[config.mk]
export PLATFORM = sky130hd
export DESIGN_NAME = lpf_ctrl
export DESIGN_NICKNAME = d
export VERILOG_FILES = /design/src/rtl/lpf_ctrl_pkg.sv /design/src/rtl/lpf_ctrl_sar.sv /design/src/rtl/lpf_ctrl.sv
export SDC_FILE = /design/constraint.sdc
export NUM_CORES = 1
export LEC_CHECK = 0
export CORE_AREA = 10 10 87 89
export DETAILED_ROUTE_END_ITERATION = 8
export DIE_AREA = 0 0 97 99
export DONT_BUFFER_PORTS = 1
export HOLD_SLACK_MARGIN = 0.06
export PLACE_DENSITY = 0.73
export SETUP_SLACK_MARGIN = 0.15
export SYNTH_ARGS = -nofsm -noshare
export SYNTH_HDL_FRONTEND = slang
export SYNTH_SLANG_ARGS = --single-unit
[constraint.sdc]
create_clock -name clk -period 2.6 [get_ports clk]
set_input_delay 0.39 -clock clk [delete_from_list [all_inputs] [get_ports clk]]
set_output_delay 0.39 -clock clk [all_outputs]
set_load 0.01 [all_outputs]
[src/rtl/lpf_ctrl_pkg.sv]
// Shared types and constants for the receive low-pass filter controller.
// Holds the FSM state encoding, code widths and calibration constants.
package lpf_ctrl_pkg;

  localparam int FC_W     = 8;
  localparam int SETTLE_W = 16;
  localparam int CAL_WAIT = 64;

  localparam logic [FC_W-1:0] FC_DEFAULT = 8'h0F;
  localparam logic [FC_W-1:0] SAR_INIT   =
    {1'b1, {(FC_W-1){1'b0}}};

  typedef enum logic [2:0] {
    S_OFF,
    S_SETTLE,
    S_ON,
    S_CAL_SET,
    S_CAL_WAIT,
    S_CAL_EVAL
  } state_e;

endpackage

[src/rtl/lpf_ctrl_sar.sv]
// Successive-approximation register for cut-off calibration.
// Ports: init loads the MSB trial, step commits/clears the current bit
// using cmp and sets the next lower trial bit; code is the trial value,
// last flags the LSB trial.
module lpf_ctrl_sar
  import lpf_ctrl_pkg::*;
(
  input  logic            clk,
  input  logic            rst_n,
  input  logic            init,
  input  logic            step,
  input  logic            cmp,
  output logic [FC_W-1:0] code,
  output logic            last
);

  localparam int IDX_W = $clog2(FC_W);

  logic [FC_W-1:0]  code_q, code_d;
  logic [IDX_W-1:0] idx_q, idx_d;

  always_comb begin
    code_d = code_q;
    idx_d  = idx_q;
    unique case (1'b1)
      init: begin
        code_d = SAR_INIT;
        idx_d  = IDX_W'(FC_W-1);
      end
      step: begin
        // cmp=1 means the trial overshot: drop this bit
        if (cmp) code_d[idx_q] = 1'b0;
        if (idx_q != '0) begin
          code_d[idx_q - 1'b1] = 1'b1;
          idx_d = idx_q - 1'b1;
        end
      end
      default: ;
    endcase
  end

  always_ff @(posedge clk or negedge rst_n) begin
    if (!rst_n) begin
      code_q <= SAR_INIT;
      idx_q  <= IDX_W'(FC_W-1);
    end else begin
      code_q <= code_d;
      idx_q  <= idx_d;
    end
  end

  assign code = code_q;
  assign last = (idx_q == '0);

endmodule

[src/rtl/lpf_ctrl.sv]
// Low-pass filter controller: power sequencing, glitch-free cut-off
// updates with settle time, and 8-step SAR cut-off calibration.
// Ports: en/fc_cfg/use_cal/settle_cycles/cal_start/cal_cmp in;
// lpf_pd/lpf_fc/ready/cal_busy/cal_done/cal_code out (all registered).
module lpf_ctrl
  import lpf_ctrl_pkg::*;
(
  input  logic                clk,
  input  logic                rst_n,
  input  logic                en,
  input  logic [FC_W-1:0]     fc_cfg,
  input  logic                use_cal,
  input  logic [SETTLE_W-1:0] settle_cycles,
  input  logic                cal_start,
  input  logic                cal_cmp,
  output logic                lpf_pd,
  output logic [FC_W-1:0]     lpf_fc,
  output logic                ready,
  output logic                cal_busy,
  output logic                cal_done,
  output logic [FC_W-1:0]     cal_code
);

  state_e              state_q, state_d;
  logic [SETTLE_W-1:0] cnt_q, cnt_d;
  logic                pd_q, pd_d;
  logic [FC_W-1:0]     fc_q, fc_d;
  logic                ready_q, ready_d;
  logic                busy_q, busy_d;
  logic                done_q, done_d;
  logic [FC_W-1:0]     code_q, code_d;

  logic            sar_init, sar_step, sar_last;
  logic [FC_W-1:0] sar_code, sel, cal_final;

  lpf_ctrl_sar u_sar (
    .clk   (clk),
    .rst_n (rst_n),
    .init  (sar_init),
    .step  (sar_step),
    .cmp   (cal_cmp),
    .code  (sar_code),
    .last  (sar_last)
  );

  assign sel = (use_cal && done_q) ? code_q : fc_cfg;
  // result of the final (LSB) trial, needed in the same cycle
  assign cal_final = {sar_code[FC_W-1:1], sar_code[0] & ~cal_cmp};

  always_comb begin
    state_d  = state_q;
    cnt_d    = cnt_q;
    pd_d     = pd_q;
    fc_d     = fc_q;
    ready_d  = ready_q;
    busy_d   = busy_q;
    done_d   = done_q;
    code_d   = code_q;
    sar_init = 1'b0;
    sar_step = 1'b0;
    if (!en) begin
      state_d = S_OFF;
      pd_d    = 1'b1;
      fc_d    = FC_DEFAULT;
      ready_d = 1'b0;
      busy_d  = 1'b0;
    end else begin
      case (state_q)
        S_OFF: begin
          pd_d    = 1'b0;
          fc_d    = sel;
          cnt_d   = settle_cycles;
          state_d = S_SETTLE;
        end
        S_SETTLE: begin
          if (cnt_q == '0) begin
            ready_d = 1'b1;
            state_d = S_ON;
          end else begin
            cnt_d = cnt_q - 1'b1;
          end
        end
        S_ON: begin
          if (cal_start) begin
            busy_d   = 1'b1;
            ready_d  = 1'b0;
            sar_init = 1'b1;
            state_d  = S_CAL_SET;
          end else if (sel != fc_q) begin
            fc_d    = sel;
            cnt_d   = settle_cycles;
            ready_d = 1'b0;
            state_d = S_SETTLE;
          end
        end
        S_CAL_SET: begin
          fc_d    = sar_code;
          cnt_d   = SETTLE_W'(CAL_WAIT-1);
          state_d = S_CAL_WAIT;
        end
        S_CAL_WAIT: begin
          if (cnt_q == '0) state_d = S_CAL_EVAL;
          else             cnt_d   = cnt_q - 1'b1;
        end
        S_CAL_EVAL: begin
          sar_step = 1'b1;
          if (sar_last) begin
            code_d  = cal_final;
            done_d  = 1'b1;
            busy_d  = 1'b0;
            fc_d    = use_cal ? cal_final : fc_cfg;
            cnt_d   = settle_cycles;
            state_d = S_SETTLE;
          end else begin
            state_d = S_CAL_SET;
          end
        end
        default: state_d = S_OFF;
      endcase
    end
  end

  always_ff @(posedge clk or negedge rst_n) begin
    if (!rst_n) begin
      state_q <= S_OFF;
      cnt_q   <= '0;
      pd_q    <= 1'b1;
      fc_q    <= FC_DEFAULT;
      ready_q <= 1'b0;
      busy_q  <= 1'b0;
      done_q  <= 1'b0;
      code_q  <= FC_DEFAULT;
    end else begin
      state_q <= state_d;
      cnt_q   <= cnt_d;
      pd_q    <= pd_d;
      fc_q    <= fc_d;
      ready_q <= ready_d;
      busy_q  <= busy_d;
      done_q  <= done_d;
      code_q  <= code_d;
    end
  end

  assign lpf_pd   = pd_q;
  assign lpf_fc   = fc_q;
  assign ready    = ready_q;
  assign cal_busy = busy_q;
  assign cal_done = done_q;
  assign cal_code = code_q;

endmodule

==> run_results.csv, run 1 <==
group,metric,value,unit
cts,root_buffer,"clkbuf_8",
sta,finalCritPeriodShare,0.881,
yosys,synth-seq-area-share,0.375,
yosys,async_reset_ff_frac,1.00,
yosys,synth_cell_type_count,65,
sta,layout_setup_ws,310,ps
status,status,"completed",
place,placed_cells,440,
sta,finalCriticalPeriod,2290,ps
cts,postCtsSetupRepairBufs,0,
drt,wirelength,8840,um
drt,wire_per_inst,19.7,um
cells_and_area,drive_gt1_frac,0.131,
place,port_buffers,0,
grt,grt_pass1_vias,2765,
power,powerDensity,924,nW/um2
sta,rsz0062_at_grt,"no",
drt,drtAntennaViolNets,0,
critical_path,startpoint_type,"register",
critical_path,cp_slowest_cell,"o31a_4",
die,core,5850,um2
power,finalPower,3.29,mW
grt,grt_pass1_wl,14900,um
yosys,synth_area_leaders,"dfrtp_1 (27%), dfstp_2 (10%), nand2_1 (4.1%), mux2i_1 (3.3%), nor2_1 (3.2%)",
sta,tns,0,ps
yosys,synth_top_area_frac,0.274,
cts,cts_buffers,5,
power,peakVddDrop,0.478,mV
sta,slew_viol_final,0,
drt,dr_total_vias,2864,
sta,setup_viol,0,
cts,clock_path_buffers,2,
drt,drt_pass1_iterations,4,
critical_path,cp-end-kind,"register",
drt,drc,0,
critical_path,crit_buf_inv,1,
cells_and_area,antennaDiodeCount,0,
critical_path,path_cells,"inv_1 > ha_1 > nor4b_4 > nand2_2 > o31a_4 > and2_4 > a22o_1",
critical_path,cpPeakStageDelay,470,ps
die,rows,28,
die,fp.dieW,97,um
sta,hold_viol,0,
job,drv_cap,0,
yosys,syn_area_per_cell,8.97,um2
sta,tightestPinTransition,815,ps
yosys,synth_common_cells,"dfrtp_1 (37), nand2_1 (37), nor2_1 (29)",
yosys,syn_nets,410,
critical_path,arrival,2480,ps
die,fp.dieArea,9600,um2
sta,fin_skew,16.0,ps
cts,htree_levels,2,
cts,cts_tree,"built",
yosys,synth_edf_count,0,
worst_hold_path,hp-class,"input pin to register",
die,die_h,99,um
yosys,syn_area,3380,um2
cts,path_clk_slew,90,ps
cts,clkLatencyLatePin,310,ps
drt,drt_iter0_drc,291,
yosys,yosys.area.top_type,"dfrtp_1",
sta,fmax,437,MHz
critical_path,path_max_fanout,16,
cells_and_area,fin_nets,407,
critical_path,path_class,"register to register",
place,dp_hpwl,6520,um
die,boundaryPins,50,
die,start_util,0.578,
yosys,yosysWarnings,0,
yosys,ys_dominant_reg_cell,"dfrtp_1",
critical_path,r2r-start,"cnt_q[0]",
grt,grtUsageTotal,0.183,
place,gp_congestion,0.937,
grt,antenna_found_initial,0,
sta,holdWs,111,ps
power,p_leak,1.51,nW
worst_hold_path,min-delay-start,"en",
yosys,synth-seq-cells,50,
cts,clkSinkCount,50,
critical_path,cp.required,2790,ps
yosys,syn_inst,377,
sta,slew_headroom,0.453,
grt,grt_max_degree,51,
grt,gr-total-overflow,0,
cells_and_area,instances_no_fill,450,
cells_and_area,synthToLayoutAreaGrowth,5.29,%
drt,via_per_inst,6.36,
place,dp_slack,305,ps
critical_path,startpoint,"cnt_q[0]",
critical_path,cpLargestDelayFamily,"simple AND/OR/NAND/NOR gates",
-- layout make-up --
class / count / area [um2]
fillers: 503 / 2290
multi-input cells: 292 / 1960
flip-flops and latches: 50 / 1270
repair buffers: 10 / 97.6
well taps: 75 / 93.8
clock buffers: 6 / 72.6
inverters: 15 / 56.3
clock inverters: 2 / 17.5
-- state kept, by name, indices dropped and copies added (netlist names) --
register and cells:
u_sar.idx_q 3, state_q 3, cnt_q 16, lpf_pd 1, ready 1, lpf_fc 8, cal_code 8, u_sar.code 8
cal_done 1, cal_busy 1
-- repair_timing --
item / CTS / global route
hold buffers: 2 / 0
hold endpoints to repair: 50 / 0
gates resized for setup: 0 / 1
setup endpoints to repair: 0 / 6
-- metrics by stage --
step	area, um2	utilization
2_1_floorplan	3380	-
3_3_place_gp	3430	0.586
3_5_place_dp	3430	0.586
4_1_cts	3550	0.608
5_1_grt	3560	0.609
6_report	3560	0.609
-- per-layer routing --
metal  GRT usage  vias up  share of wire
met5           0        -              0
met4      0.0465        0          0.013
met3      0.0454        9          0.082
li1            -     1387              -
met2       0.284      108           0.46
met1       0.247     1360           0.44
-- worst paths after layout --
kind                       slack (ps)         to  cells past startpoint
setup / recovery                  310   cnt_q[4]                      7
hold / removal                    110  lpf_fc[2]                      1
setup reg to reg                  310   cnt_q[4]                      7
hold reg to reg                   510  cnt_q[15]                      1
max in group asynchronous        1710     lpf_pd                      2
min in group asynchronous         590  cnt_q[11]                      2
-- worst reg2reg max path, cell delays in order (launching register included) --
cell     delay (ps)
dfrtp_1         400
inv_1            90
ha_1            210
nor4b_4         340
nand2_2         220
o31a_4          470
and2_4          230
a22o_1          230
-- logic make-up after synthesis --
family / share of synthesized area
xor+xnor: 0.0359
simple gates: 0.210
flops: 0.375
fa+ha+maj: 0.0111
mux: 0.0666
buf+inv: 0.0492
compound gates: 0.253
-- where the power goes --
part | internal, mW | switching (mW)
Sequential | 1.05 | 0.345
Clock | 0.196 | 0.277
Combinational | 0.622 | 0.804
Total | 1.87 | 1.43
-- placed cells by master (no fill, tap or decap), drive strengths merged, types with 10 or more instances in the layout --
cell and n:
o211ai 11, dfrtp 37, mux2i 12, nand2b 13
o31ai 10, dfstp 13, nand2 38, a21oi 14
inv 15, nand3 15, o21ai 31, nor2 30
Note: power is estimated with default switching activity, not from simulation.
==> run 2, diff against run 1 <==
==> constraint.sdc (replaced) <==
create_clock -name clk -period 2.7 [get_ports clk]
set_input_delay 0.405 -clock clk [delete_from_list [all_inputs] [get_ports clk]]
set_output_delay 0.405 -clock clk [all_outputs]
set_load 0.01 [all_outputs]
==> run 2 against run 1 <==
Net effect: sequential share of layout area down 0.22 points; setup slack better by 12 ps; flip-flop and latch count unchanged; sequential power down 4%; clock skew down 11 ps; first-iteration DRC count down 8.6%.
==> run_results.csv, run 2 (synthesized netlist as in run 1, its figures left out) <==
group,metric,value,unit
cts,cts_resized,0,
die,fp.dieW,97,um
sta,tns,0,ps
cts,root_buffer,"clkbuf_8",
grt,gr-total-overflow,0,
critical_path,r2r_end,"cnt_q[4]",
sta,setup_viol,0,
cts,htree_levels,2,
critical_path,path_class,"register to register",
drt,wire_per_inst,20.0,um
critical_path,cpLargestDelayFamily,"simple AND/OR/NAND/NOR gates",
worst_hold_path,hp-class,"input pin to register",
sta,hold_viol,0,
critical_path,path_max_fanout,16,
cts,clkLatencyLatePin,310,ps
grt,grtUsageTotal,0.180,
die,start_util,0.578,
drt,drt_iter0_drc,266,
job,drv_cap,0,
place,placed_area,3400,um2
critical_path,reg2reg_setup_slack,320,ps
grt,grt_pass1_wl,14500,um
critical_path,cp-end-kind,"register",
critical_path,startpoint_type,"register",
critical_path,crit_buf_inv,1,
sta,slew_viol_final,0,
critical_path,cpPeakStageDelay,510,ps
cells_and_area,largest_reg_flops,16,
sta,rsz0062_at_grt,"no",
critical_path,cp_slowest_cell,"o31a_2",
worst_hold_path,min_path_cells,1,
place,gp_congestion,0.864,
grt,use_met2,0.270,
cells_and_area,fin_nets,404,
critical_path,r2r-start,"cnt_q[0]",
power,p_leak,1.51,nW
sta,finalCriticalPeriod,2380,ps
cts,clock_path_buffers,2,
worst_hold_path,hold_path_end,"lpf_fc[2]",
place,port_buffers,0,
cells_and_area,final_core_util,0.613,
sta,tightestPinTransition,1050,ps
drt,drtAntennaViolNets,0,
worst_hold_path,min-delay-start,"en",
status,status,"completed",
grt,antenna_found_initial,0,
sta,holdWs,122,ps
cts,cts_buffers,5,
cts,cts_tree,"built",
sta,slew_headroom,0.277,
critical_path,cp.required,2910,ps
cells_and_area,drive_gt1_frac,0.126,
cells_and_area,synthToLayoutAreaGrowth,5.95,%
place,dp_hpwl,6420,um
drt,dr_total_vias,2907,
drt,drc,0,
sta,fin_skew,4.91,ps
grt,grt_pass1_vias,2728,
cells_and_area,antennaDiodeCount,0,
power,powerDensity,929,nW/um2
die,fp.dieArea,9600,um2
die,core,5850,um2
drt,drt_pass1_iterations,5,
critical_path,path_cells,"inv_1 > ha_1 > nor4b_4 > nand2_2 > o31a_2 > and2_4 > a22o_1",
critical_path,r2r_cells,7,
cts,path_clk_slew,90,ps
sta,finalCritPeriodShare,0.881,
die,boundaryPins,50,
drt,via_per_inst,6.50,
cts,clkSinkCount,50,
drt,wirelength,8950,um
die,die_h,99,um
sta,fmax,421,MHz
grt,top_usage_layer,"met2",
cells_and_area,final_cell_area,3580,um2
cts,holdBufCountCts,2,
grt,globalRouteMet3Util,0.0517,
cells_and_area,top_register,"cnt_q",
grt,grt_max_degree,51,
die,rows,28,
cts,postCtsSetupRepairBufs,0,
cells_and_area,layout_common_cells,"nand2_1 (37), dfrtp_1 (37), nor2_1 (29)",
grt,grt_use_met1,0.243,
critical_path,arrival,2580,ps
power,peakVddDrop,0.477,mV
==> run 2: final cells by class <==
class,count,area [um2]
Clock inverter,2,60.1
Multi-Input combinational cell,292,1950
Inverter,15,56.3
Sequential cell,50,1270
Tap cell,75,93.8
Clock buffer,6,82.6
Timing Repair Buffer,7,75.1
Fill cell,520,2270
==> run 2: worst max path at each step <==
stage	start	to	slack (ps)	depth (start not counted)
2_1_floorplan	u_sar.idx_q[0]	cnt_q[15]	580	9
3_3_place_gp	u_sar.idx_q[0]	cnt_q[0]	390	7
3_5_place_dp	cnt_q[0]	cnt_q[4]	350	7
4_1_cts	u_sar.idx_q[0]	cnt_q[0]	340	7
5_1_grt	u_sar.idx_q[0]	cnt_q[0]	160	7
6_report	cnt_q[0]	cnt_q[4]	320	7
==> run 2: power breakdown <==
group,switching (mW),internal [mW],leakage (nW)
Clock,0.263,0.395,0.0714
Sequential,0.333,1.01,0.613
Combinational,0.759,0.571,0.829
Total,1.36,1.98,1.51
==> run 2: through the flow <==
step	std cells	setup WS, ps	total power [mW]
global route	447	157	3.57
finish	447	322	3.33
global placement	437	386	2.60
CTS	447	337	3.32
floorplan	377	575	2.34
detailed placement	437	353	2.64
==> run 2: routing by layer <==
metal | wire, um | vias to the layer above
met5 | 0 | -
met4 | 148 | 0
met3 | 840 | 16
met2 | 4120 | 132
met1 | 3850 | 1387
li1 | - | 1372
==> run 3, diff against run 2 <==
--- a/config.mk
+++ b/config.mk
@@ -5,7 +5,9 @@
 export SDC_FILE = /design/constraint.sdc
 export NUM_CORES = 1
 export LEC_CHECK = 0
+export CAP_MARGIN = 5
 export CORE_AREA = 10 10 87 89
+export CTS_CLUSTER_SIZE = 16
 export DETAILED_ROUTE_END_ITERATION = 8
 export DIE_AREA = 0 0 97 99
 export DONT_BUFFER_PORTS = 1
==> results of run 3 <==
No change in the layout: final DEF, timing and power equal those of run 2.
